<file path="config.mk">
export PLATFORM = sky130hd
export DESIGN_NAME = ttm4_sequencer
export DESIGN_NICKNAME = d
export VERILOG_FILES = /design/src/rtl/ttm4_sequencer.sv
export SDC_FILE = /design/constraint.sdc
export NUM_CORES = 1
export LEC_CHECK = 0
export ABC_CLOCK_PERIOD_IN_PS = 1300
export BUFFER_PORTS_ARGS = -buffer_cell sky130_fd_sc_hd__buf_2
export CORE_MARGIN = 3
export CORE_UTILIZATION = 39
export DETAILED_ROUTE_END_ITERATION = 6
export HOLD_SLACK_MARGIN = 0.12
export PLACE_DENSITY = 0.65
export SETUP_SLACK_MARGIN = 0.15
export SLEW_MARGIN = 20
export SYNTH_ARGS = -nofsm -noshare
export SYNTH_HDL_FRONTEND = slang
export SYNTH_SLANG_ARGS = --single-unit
</file>
<file path="constraint.sdc">
create_clock -name CLK -period 1.3 [get_ports CLK]
set_input_delay 0.13 -clock CLK [delete_from_list [all_inputs] [get_ports CLK]]
set_output_delay 0.13 -clock CLK [all_outputs]
set_load 0.05 [all_outputs]
</file>
<file path="src/rtl/ttm4_sequencer.sv">
// Fetch/decode/execute sequencer for the TTM4 4-bit core: registered active-low strobes for the register stage.
// Optional trap on undefined opcodes 0xB..0xE via the TTM4_ILLEGAL_TRAP_EN macro.
module ttm4_sequencer #(
    parameter int FETCH_WAIT = 0
) (
    input  logic       CLK,
    input  logic       RST,
    input  logic       RUN,
    input  logic [7:0] INST,
    input  logic       CF,
    output logic       nPC_LD,
    output logic       nPC_OPEN,
    output logic       nJRD_ST,
    output logic       nJRU_ST,
    output logic       nORD_ST,
    output logic       nORU_ST,
    output logic       nJRD_OUT,
    output logic       nJRU_OUT,
    output logic       nIRD_OUT,
    output logic       nIRU_OUT,
    output logic [3:0] IMM,
    output logic       nIMM_OE,
    output logic       nA_LD,
    output logic       HALTED,
    output logic       ILLEGAL
);

    typedef enum logic [1:0] {FETCH, DECODE, EXEC, HALT} state_t;

    // Active-low strobe bundle; all ones means idle.
    typedef struct packed {
        logic pc_ld;
        logic pc_open;
        logic jrd_st;
        logic jru_st;
        logic ord_st;
        logic oru_st;
        logic jrd_out;
        logic jru_out;
        logic ird_out;
        logic iru_out;
        logic imm_oe;
        logic a_ld;
    } strobe_t;

    localparam strobe_t    STB_IDLE = '1;
    localparam logic [1:0] WAIT_MAX = 2'(FETCH_WAIT);

    state_t     state, state_n;
    logic [1:0] wait_cnt, wait_n;
    logic [7:0] ir, ir_n;
    logic [3:0] imm_n;
    strobe_t    stb, stb_n;
    logic       halted_n;
    logic       trap;

    function automatic logic is_ldi(input logic [3:0] op);
        return (op >= 4'h1) && (op <= 4'h4);
    endfunction

    // NOTE: every variable gets a default before the case so no latch is inferred.
    always_comb begin
        state_n  = state;
        wait_n   = wait_cnt;
        ir_n     = ir;
        imm_n    = IMM;
        stb_n    = STB_IDLE;
        halted_n = HALTED;
        trap     = 1'b0;
        case (state)
            FETCH: begin
                if (wait_cnt != WAIT_MAX) begin
                    wait_n = wait_cnt + 2'd1;
                end else if (RUN) begin
                    state_n      = DECODE;
                    ir_n         = INST;
                    imm_n        = INST[3:0];
                    stb_n.imm_oe = !is_ldi(INST[7:4]);
                end
            end
            DECODE: begin
                state_n      = EXEC;
                stb_n.imm_oe = !is_ldi(ir[7:4]);
                case (ir[7:4])
                    4'h0: stb_n.pc_open = 1'b0;
                    4'h1: begin stb_n.jrd_st = 1'b0; stb_n.pc_open = 1'b0; end
                    4'h2: begin stb_n.jru_st = 1'b0; stb_n.pc_open = 1'b0; end
                    4'h3: begin stb_n.ord_st = 1'b0; stb_n.pc_open = 1'b0; end
                    4'h4: begin stb_n.oru_st = 1'b0; stb_n.pc_open = 1'b0; end
                    4'h5: stb_n.pc_ld = 1'b0;
                    4'h6: begin
                        if (CF) stb_n.pc_open = 1'b0;
                        else    stb_n.pc_ld   = 1'b0;
                    end
                    4'h7: begin stb_n.ird_out = 1'b0; stb_n.a_ld = 1'b0; stb_n.pc_open = 1'b0; end
                    4'h8: begin stb_n.iru_out = 1'b0; stb_n.a_ld = 1'b0; stb_n.pc_open = 1'b0; end
                    4'h9: begin stb_n.jrd_out = 1'b0; stb_n.a_ld = 1'b0; stb_n.pc_open = 1'b0; end
                    4'hA: begin stb_n.jru_out = 1'b0; stb_n.a_ld = 1'b0; stb_n.pc_open = 1'b0; end
                    4'hF: begin state_n = HALT; halted_n = 1'b1; end
                    default: begin
`ifdef TTM4_ILLEGAL_TRAP_EN
                        state_n  = HALT;
                        halted_n = 1'b1;
                        trap     = 1'b1;
`else
                        stb_n.pc_open = 1'b0;
`endif
                    end
                endcase
            end
            EXEC: begin
                state_n = FETCH;
                wait_n  = 2'd0;
            end
            HALT: state_n = HALT;
            default: state_n = FETCH;
        endcase
    end

    // NOTE: sequential state uses non-blocking assignments only.
    always_ff @(posedge CLK) begin
        if (!RST) begin
            state    <= FETCH;
            wait_cnt <= 2'd0;
            ir       <= 8'h00;
            IMM      <= 4'h0;
            stb      <= STB_IDLE;
            HALTED   <= 1'b0;
        end else begin
            state    <= state_n;
            wait_cnt <= wait_n;
            ir       <= ir_n;
            IMM      <= imm_n;
            stb      <= stb_n;
            HALTED   <= halted_n;
        end
    end

`ifdef TTM4_ILLEGAL_TRAP_EN
    always_ff @(posedge CLK) begin
        if (!RST)      ILLEGAL <= 1'b0;
        else if (trap) ILLEGAL <= 1'b1;
    end
`else
    assign ILLEGAL = 1'b0;
`endif

    assign nPC_LD   = stb.pc_ld;
    assign nPC_OPEN = stb.pc_open;
    assign nJRD_ST  = stb.jrd_st;
    assign nJRU_ST  = stb.jru_st;
    assign nORD_ST  = stb.ord_st;
    assign nORU_ST  = stb.oru_st;
    assign nJRD_OUT = stb.jrd_out;
    assign nJRU_OUT = stb.jru_out;
    assign nIRD_OUT = stb.ird_out;
    assign nIRU_OUT = stb.iru_out;
    assign nIMM_OE  = stb.imm_oe;
    assign nA_LD    = stb.a_ld;

    // Bus-contention and sequencing invariants on the registered strobes.
    a_one_store: assert property (@(posedge CLK) disable iff (!RST)
        $onehot0(~{nJRD_ST, nJRU_ST, nORD_ST, nORU_ST}));
    a_one_out: assert property (@(posedge CLK) disable iff (!RST)
        $onehot0(~{nJRD_OUT, nJRU_OUT, nIRD_OUT, nIRU_OUT}));
    a_pc_excl: assert property (@(posedge CLK) disable iff (!RST)
        !(!nPC_LD && !nPC_OPEN));
    a_exec_only: assert property (@(posedge CLK) disable iff (!RST)
        (state != EXEC) |-> (&{stb.pc_ld, stb.pc_open, stb.jrd_st, stb.jru_st, stb.ord_st, stb.oru_st,
                               stb.jrd_out, stb.jru_out, stb.ird_out, stb.iru_out, stb.a_ld}));

endmodule

</file>
==> results of run 1 <==
-- state kept, by name (all words and copies together), names as in the netlist, 2 cells and up --
register  cells
ir            5
IMM           3
state         2
wait_cnt      2
-- tightest hold or removal path: stages --
cell	delay, ns
buf_2	0.12
and3b_2	0.20
nand2_1	0.05
-- metal layers --
| metal | vias to the layer above | track usage [%] | share of wire, % |
|---|---|---|---|
| met5 | - | 0 | 0 |
| met4 | 0 | 6.95 | 0.57 |
| met3 | 2 | 2.26 | 6.9 |
| met2 | 29 | 22.6 | 47 |
| met1 | 407 | 17.0 | 46 |
| li1 | 457 | - | - |
-- layout make-up --
cell class                 count  area [µm²]
sequential                    25         515
timing repair buffer          46         307
tap                           30        37.5
clock buffer                   4        26.3
fill                         223        1080
inverter                       3        11.3
multi-input combinational     75         527
-- through the flow --
step / worst slack (ns) / setup TNS, ns / area (µm²) / instances / hold WS (ns)
3_3_place_gp: 0.0928 / 0 / 1170 / 165 / 0.380
4_1_cts: 0.0429 / 0 / 1370 / 182 / 0.213
3_5_place_dp: 0.0395 / 0 / 1170 / 165 / 0.396
5_1_grt: -0.0104 / -0.0104 / 1420 / 183 / 0.214
6_report: 0.0327 / 0 / 1420 / 183 / 0.221
2_1_floorplan: 0.0985 / 0 / 1050 / 116 / 0.275
-- layout by cell type (no fill, tap or decap), types with 4 or more instances in the layout --
cell	instances
nor2_1	5
dlygate4sd3_1	11
buf_2	28
nand2_2	6
a21boi_2	4
nand2_1	16
a21oi_1	4
a21boi_1	5
nand3_1	4
buf_4	6
dfxtp_1	17
dfxtp_2	6
-- how the worst max path moves through the flow --
stage,endpoint,depth (start not counted),slack [ns]
2_1_floorplan,wait_cnt[1],4,0.1
3_3_place_gp,wait_cnt[1],4,0.09
3_5_place_dp,wait_cnt[1],4,0.04
4_1_cts,wait_cnt[1],4,0.04
5_1_grt,wait_cnt[1],4,-0.01
6_report,wait_cnt[1],4,0.03
-- timing repair --
item | in CTS | in global routing
buffers inserted | 2 | 1
gates resized for setup | 11 | 27
pin swaps | 2 | 17
setup endpoints to repair | 16 | 21
hold endpoints to repair | 11 | 0
hold buffers | 11 | 0
-- power groups by stage --
| stage | registers, µW | clock network (µW) | logic (µW) |
|---|---|---|---|
| after floorplan | 876 | 0 | 289 |
| after global placement | 877 | 0 | 331 |
| after detailed placement | 879 | 0 | 339 |
| after CTS | 862 | 346 | 416 |
| after global routing | 878 | 380 | 486 |
| final | 867 | 332 | 449 |
-- logic make-up after synthesis --
kind of cell	share of synthesized area, %
compound gates	13.4
xor+xnor	0.848
fa+ha+maj	1.21
buf+inv	9.32
flops	48.4
other cells	0.363
simple gates	26.4
==> metrics.md, run 1 <==
| Metric | Value |
|---|---|
| Initial antenna violation count | `0` |
| #FFs+latches synth | `25` |
| Vias in the first global route | `between 800 and 900` |
| Cell taking the most area after synthesis | `dfxtp_1` |
| Clock buffer depth | `2` |
| Die footprint | `about 3300 µm²` |
| Top_reg_cell synth | `dfxtp_1` |
| Crit path kind | `flop to flop` |
| Synthesized cell area | `~1000 µm²` |
| Sw power | `511 µW` |
| Worst hold path stage count | `3` |
| CTS Sinks | `25` |
| Synth top cells by count | `dfxtp_1, nand2_1, a21boi_0` |
| Most frequent cell after synthesis | `dfxtp_1` |
| RSZ-0062 raised after global routing | `yes` |
| Initial Utilization | `about two fifths` |
| H-tree depth | `1` |
| Syn Area/Cell | `roughly 8.9 µm²` |
| Total congestion overflow | `0` |
| Largest net degree at the start of global routing | `14` |
| Tot GR Track Use | `~14%` |
| Final period utilization | `a little over nine tenths` |
| Worst min-delay path startpoint | `RST` |
| Bufs and invs on worst path | `1` |
| Required time of the worst setup path | `between 1.5 and 2 ns` |
| Drt drc | `0` |
| Die Wd | `approximately 57 µm` |
| IO buf count | `28` |
| Wire per inst | `around 11 µm` |
| Min-Delay Endpoint | `nA_LD` |
| Element type at the critical path start | `flop` |
| Period minus WS final | `1.27 ns` |
| Vias per cell | `approximately 5` |
| Clk_skew | `0.00143 ns` |
| Ant. Diodes | `0` |
| Final setup fails | `0` |
| Fraction of layout cells with a size suffix above 1 | `a little under half` |
| Worst Path Max Fanout | `2` |
| Worst R2R Path Depth | `4` |
| CP Data Arrival Time | `1.51 ns` |
| TritonCTS Buffers | `3` |
| Area growth, synth to finish | `37.8%` |
| Setup crit end kind | `flop` |
| PwrDens | `1160 nW/µm²` |
| Switching Share | `between 30% and 40%` |
| Critical path's top delay family | `simple AND/OR/NAND/NOR gates` |
| Final hold viol count | `0` |
| 1st-pass router iterations | `4` |
| Post-synthesis async set-or-reset flop share | `0%` |
| Status | `finished clean` |
| Synth area leaders | `dfxtp_1, nand2_1, a21boi_0` |
| Synth top area share | `48.4%` |
| R2R Setup Slk | `around 0.033 ns` |
| Clk pwr share | `between 20% and 30%` |
| Leakage | `between 0.0005 and 0.0006 µW` |
| Ports | `30` |
| Placer Congestion | `0.723` |
| Post-route ant nets | `0` |
| Combinational Power Share | `27.2%` |
| Latest clock arrival within the worst-skew pair | `~0.3 ns` |
| Global-route wire length before repair | `between 3 and 4 mm` |
| Power, Total | `roughly 1600 µW` |
| Yosys cell types | `32` |
| Fmax | `about 790 MHz` |
| Worst path max stage delay | `0.44 ns` |
| Placement row count | `18` |
| Clock slew at reported path FFs | `about 0.12 ns` |
| Root buffer cell | `clkbuf_4` |
| Post-synth EDFFs | `0` |
| Reg power frac | `approximately 53%` |
| TritonCTS clock tree | `yes` |
| # nets final | `167` |
| Final Util | `a little under three fifths` |
| CP max-delay cell | `or4b_4` |
| Max cap viols | `0` |
| RR Endpoint | `wait_cnt[1]` |
| Internal power | `~1100 µW` |
| Worst-path cell chain | `inv_2 > ha_4 > or4b_4 > a21boi_1` |
| Synthesized instance count | `116` |
| Slew Limit Fails | `0` |
| Core Region | `around 2500 µm²` |
| Tightest Hold Check Type | `input pin to flop` |
| Yosys warns | `0` |
| Worst R2R Start | `wait_cnt[0]` |
| Die H | `57.5 µm` |
| Via count | `895` |
| Routed WL | `~2.1 mm` |
| Maximum vdd drop | `between 0.7 and 0.8 mV` |
| CP startpoint | `wait_cnt[0]` |
| Dpl hpwl | `~1.4 mm` |
| Sequential share of the synthesized area | `48.4%` |
| Syn Nets | `about 130` |
| Iter 0 DRT Violations | `16` |
(Power assumes the default switching activity.)
==> run 2: changes to the inputs <==
- ABC_CLOCK_PERIOD_IN_PS: 1300 -> 1160
- clock period: 1.3 -> 1.16 ns (I/O delays scaled with it)
==> run 2 against run 1 <==
The flow now finishes with violations (setup timing). Via count increased by 4.4%. Register-to-register slack worse by 0.12 ns. Global-route usage rose by 1.0 points. Fmax is 1.8% higher. Clock skew hardly changed. Largest power group unchanged. Highest routed layer unchanged.
==> metrics.md, run 2 (synthesized netlist as in run 1, its figures left out) <==
| Metric | Value |
|---|---|
| Leakage | `0.000620 µW` |
| Regs by FF count | `ir (5), IMM (3)` |
| Hold Slack | `between 0.2 and 0.25 ns` |
| Placement row count | `18` |
| Die H | `around 57 µm` |
| Via count | `between 900 and 1k` |
| Dpl cell area | `1240 µm²` |
| Failing checks | `setup timing` |
| Crit path kind | `flop to flop` |
| Routed WL | `between 2 and 2.5 mm` |
| Core Region | `around 2500 µm²` |
| Worst R2R Start | `wait_cnt[0]` |
| Worst Path Max Fanout | `2` |
| Largest register FFs | `5` |
| Fraction of layout cells with a size suffix above 1 | `between 50% and 60%` |
| Placed Instances | `171` |
| TritonCTS Buffers | `3` |
| Element type at the critical path start | `flop` |
| Cell area after layout | `roughly 1600 µm²` |
| Tightest Hold Check Type | `input pin to flop` |
| Area growth, synth to finish | `56.3%` |
| Final setup fails | `6` |
| Clk_skew | `between 0.001 and 0.0015 ns` |
| Worst min-delay path startpoint | `RUN` |
| Vias per cell | `just under 5` |
| Vias in the first global route | `between 800 and 900` |
| Initial Utilization | `41.3%` |
| Period minus WS final | `about 1.2 ns` |
| Clock buffer depth | `2` |
| Maximum vdd drop | `1.05 mV` |
| Clock slew at reported path FFs | `between 0.1 and 0.15 ns` |
| Ant. Diodes | `0` |
| Latest clock arrival within the worst-skew pair | `0.32 ns` |
| Commonest non-fill, non-tap cell in the layout | `buf_4` |
| Root buffer cell | `clkbuf_4` |
| Wire per inst | `~13 µm` |
| Final worst slack | `-0.0854 ns` |
| Global-route wire length before repair | `approximately 3.8 mm` |
| Setup crit end kind | `flop` |
| 1st-pass router iterations | `4` |
| TritonCTS clock tree | `yes` |
| Die footprint | `3300 µm²` |
| CP max-delay cell | `or4b_1` |
| # nets final | `roughly 170` |
| Final period utilization | `107%` |
| CP Data Arrival Time | `1.51 ns` |
| IO buf count | `28` |
| Tot GR Track Use | `between 10% and 20%` |
| Die Wd | `57.5 µm` |
| Required time of the worst setup path | `approximately 1.4 ns` |
| Max cap viols | `0` |
| Status | `finished, violations left` |
| Total congestion overflow | `0` |
| Pre-CTS WS | `-0.0745 ns` |
| FILL cells | `205` |
| Initial antenna violation count | `0` |
| Iter 0 DRT Violations | `6` |
| Most frequent cells in the layout | `buf_4, dfxtp_1, nand2_1, buf_6` |
| Bufs and invs on worst path | `1` |
| Final hold viol count | `0` |
| Fmax | `roughly 800 MHz` |
| RSZ-0062 raised after global routing | `yes` |
| Ports | `30` |
| Drt drc | `0` |
| CTS Sinks | `25` |
| Post-route ant nets | `0` |
| Slew Limit Fails | `0` |
| Dpl hpwl | `about 1.5 mm` |
| Biggest register | `ir` |
| PwrDens | `about 1200 nW/µm²` |
| Largest net degree at the start of global routing | `15` |
| Worst-path cell chain | `inv_2 > ha_4 > or4b_1 > a21boi_1` |
| Worst path max stage delay | `roughly 0.42 ns` |
| Critical path's top delay family | `simple AND/OR/NAND/NOR gates` |
| Placer Congestion | `between 0.6 and 0.7` |
| Final Util | `between 60% and 70%` |
| H-tree depth | `1` |
| CP startpoint | `wait_cnt[0]` |
| Cell Count, Final, Fillers Out | `approximately 190` |
==> run 2: cell types whose count changed in the layout (fill, tap and decap cells not counted), sizes merged <==
cell,change
clkbuf,-1
buf,+8
dlygate4sd3,-2
clkinv,+1
==> run 2: through the flow <==
step                setup TNS (ns)  total power, µW
floorplan                  -0.0415             1340
global placement           -0.0413             1400
detailed placement          -0.124             1410
CTS                         -0.153             1930
global route                -0.741             2100
finish                      -0.151             2010
==> run 2: worst paths after layout <==
kind                            depth (start not counted)  slack (ns)     endpoint
worst min register to register                          2        0.48       IMM[0]
worst max register to register                          4       -0.09  wait_cnt[1]
worst max-delay path                                    4       -0.09  wait_cnt[1]
worst min-delay path                                    4        0.21     state[0]
==> run 2: what timing repair did <==
action | 4_1_cts | 5_1_grt
endpoints found under the hold margin | 10 | 0
cloned | 1 | 0
resized for setup | 43 | 31
endpoints found under the setup margin | 37 | 29
pin swaps | 18 | 13
hold buffers | 9 | 0
setup buffers | 3 | 1
==> run 2: routing by layer <==
layer  GRT usage (%)  wire length (µm)  up-vias
met3            4.07               152        2
li1                -                 -      471
met1            17.0               990      432
met2            26.8              1310       29
met4            2.98                24        0
met5               0                 0        -
==> run 2: area by class of cell <==
cell class	instances	area, µm²	share of cell area [%]
multi-input cells	75	591	36.6
inverters	3	11.3	0.697
clock buffers	3	22.5	1.39
clock inverters	1	5.00	0.310
flip-flops and latches	25	518	32.1
repair buffers	52	430	26.6
well taps	30	37.5	2.32
==> run 2: power breakdown <==
group	switching [µW]	internal, µW
registers	63.3	919
logic	331	309
clock network	263	130
total	657	1360
==> run 2: worst reg2reg max path: cells and delay by family (launching register included) <==
kind / cells / cell delay, ns
AO/OA/AOI/OAI: 1 / 0.12
adder cells (fa/ha/maj): 1 / 0.25
buffers and inverters: 1 / 0.04
AND/OR/NAND/NOR: 1 / 0.42
flip-flops: 1 / 0.36
==> run 3: changes to the inputs <==
- GPL_TIMING_DRIVEN: not set -> 0
==> run 3 against run 2 <==
The flow still finishes with violations (setup timing). Non-clock buffer count rose by 6. Clock skew grew 0.00069 ns. Largest cell class unchanged. Global-route usage up 0.15 points. Largest power group unchanged. Cell count increased by 3.2%. Routed wire length down 5.4%. Fmax is 2.6% lower. First-iteration DRC count is 67% higher.
==> metrics.md, run 3 (synthesized netlist as in run 1, its figures left out) <==
| Metric | Value |
|---|---|
| Status | `finished, violations left` |
| Failing checks | `setup timing` |
| Grt met2 use | `around 26%` |
| Worst Path Max Fanout | `2` |
| Global-route wire length before repair | `just under 4 mm` |
| Setup crit end kind | `flop` |
| Setup TNS | `-0.362 ns` |
| Die H | `roughly 57 µm` |
| Vias per cell | `roughly 4.8` |
| Sw power | `~610 µW` |
| Ant. Diodes | `0` |
| CP max-delay cell | `or4b_1` |
| Placer Congestion | `0.716` |
| 1st-pass router iterations | `4` |
| Iter 0 DRT Violations | `10` |
| Core Region | `between 2000 and 2500 µm²` |
| Worst path max stage delay | `roughly 0.43 ns` |
| Fmax | `between 700 and 800 MHz` |
| CTS Sinks | `25` |
| Clock slew at reported path FFs | `between 0.1 and 0.15 ns` |
| Clock buffer depth | `2` |
| Clk_skew | `roughly 0.002 ns` |
| Via count | `between 900 and 1k` |
| Initial antenna violation count | `0` |
| Reg power frac | `approximately 47%` |
| Slew Limit Fails | `0` |
| Drt drc | `0` |
| Maximum vdd drop | `around 0.71 mV` |
| Dpl hpwl | `roughly 1.5 mm` |
| Grt met1 use | `roughly 18%` |
| Post-route ant nets | `0` |
| # nets final | `179` |
| Hold Slack | `0.179 ns` |
| Worst-path cell chain | `inv_2 > ha_4 > or4b_1 > a21boi_1` |
| CP Data Arrival Time | `around 1.5 ns` |
| Combinational Power Share | `34.1%` |
| Power, Total | `2010 µW` |
| Routed WL | `around 2.3 mm` |
| Final worst slack | `-0.119 ns` |
| Final hold viol count | `0` |
| TritonCTS Buffers | `3` |
| Wire per inst | `12.0 µm` |
| RSZ-0062 raised after global routing | `yes` |
| Switching Share | `30.6%` |
| Die Wd | `57.5 µm` |
| Max cap viols | `0` |
| Tightest Hold Check Type | `input pin to flop` |
| Internal power | `roughly 1400 µW` |
| Met3 usage | `under 10%` |
| Element type at the critical path start | `flop` |
| Clk pwr share | `a little under a fifth` |
| Final setup fails | `13` |
| Area growth, synth to finish | `57.9%` |
| PwrDens | `approximately 1200 nW/µm²` |
| IO buf count | `28` |
| Regs by FF count | `ir (5), IMM (3)` |
| R2R Setup Slk | `-0.12 ns` |
| Vias in the first global route | `907` |
| Critical path's top delay family | `simple AND/OR/NAND/NOR gates` |
| Tot GR Track Use | `between 10% and 20%` |
| Leakage | `between 0.0006 and 0.0007 µW` |
| Placement row count | `18` |
| Die footprint | `around 3300 µm²` |
| Crit path kind | `flop to flop` |
| Largest register FFs | `5` |
| Bufs and invs on worst path | `1` |
| H-tree depth | `1` |
| TritonCTS clock tree | `yes` |
| Initial Utilization | `between 40% and 50%` |
| Period minus WS final | `between 1 and 1.5 ns` |
| Final period utilization | `110%` |
| Total congestion overflow | `0` |
| Ports | `30` |
| Biggest register | `ir` |
| Largest net degree at the start of global routing | `14` |
| Most frequent cells in the layout | `nand2_1, buf_4, dfxtp_1, buf_6, buf_2` |
| Root buffer cell | `clkbuf_4` |
| Latest clock arrival within the worst-skew pair | `0.31 ns` |
| Required time of the worst setup path | `roughly 1.4 ns` |
| Commonest non-fill, non-tap cell in the layout | `nand2_1` |
| Fraction of layout cells with a size suffix above 1 | `roughly half` |
| Top Usage Layer GRT | `met2` |
[run 3: cell types whose count changed in the layout (fill, tap and decap cells not counted), moves of 3 or more]
cell,previous run,this run
a21boi_1,3,6
a21boi_2,7,4
buf_4,20,17
buf_8,0,4
dfxtp_1,13,16
dfxtp_2,11,8
nand2_1,12,19
nand2_2,10,2
[run 3: final cells by class]
| cell class | instances | area, µm² |
|---|---|---|
| well taps | 30 | 37.5 |
| plain buffers | 13 | 128 |
| multi-input cells | 75 | 534 |
| repair buffers | 45 | 380 |
| flip-flops and latches | 25 | 514 |
| fillers | 196 | 868 |
| inverters | 3 | 11.3 |
| clock buffers | 4 | 26.3 |
[run 3: worst paths after layout]
check	depth (start not counted)	end	start
setup reg to reg	4	wait_cnt[1]	wait_cnt[0]
hold reg to reg	2	IMM[2]	IMM[2]
hold / removal	4	nPC_OPEN	CF
setup / recovery	4	wait_cnt[1]	wait_cnt[0]
[run 3: repair_timing]
action / 4_1_cts / 5_1_grt
endpoints found under the hold margin: 11 / 0
hold buffers: 10 / 0
resized for setup: 39 / 29
setup endpoints to repair: 30 / 35
buffers inserted: 4 / 2
gates cloned: 0 / 1
pin swaps: 9 / 6
[run 3: stage by stage]
stage / instances / cell area (µm²) / worst slack, ns / utilization, %
floorplan: 116 / 1100 / -0.0415 / -
global placement: 174 / 1270 / -0.0577 / 51.0
detailed placement: 174 / 1270 / -0.107 / 51.0
CTS: 192 / 1530 / -0.118 / 61.3
finish: 195 / 1630 / -0.119 / 65.3
global route: 195 / 1630 / -0.159 / 65.3
[run 3: power groups by stage]
stage               Combinational (µW)  Sequential, µW  Clock (µW)
floorplan                          357             984           0
global placement                   472             958           0
detailed placement                 482             959           0
CTS                                602             943         390
global route                       739             953         438
finish                             685             945         379
[run 3: worst register-to-register path: cells and delay by family, from the launching register on]
kind                     cells  cell delay, ns
AO/OA/AOI/OAI                1            0.14
adder cells (fa/ha/maj)      1            0.24
buffers and inverters        1            0.04
flip-flops                   1            0.36
AND/OR/NAND/NOR              1            0.43
[run 3: metal layers]
metal,part of all wire [%],wire [µm]
met2,50,1170
met4,0.77,18
met3,5.6,131
met5,0,0
met1,44,1020
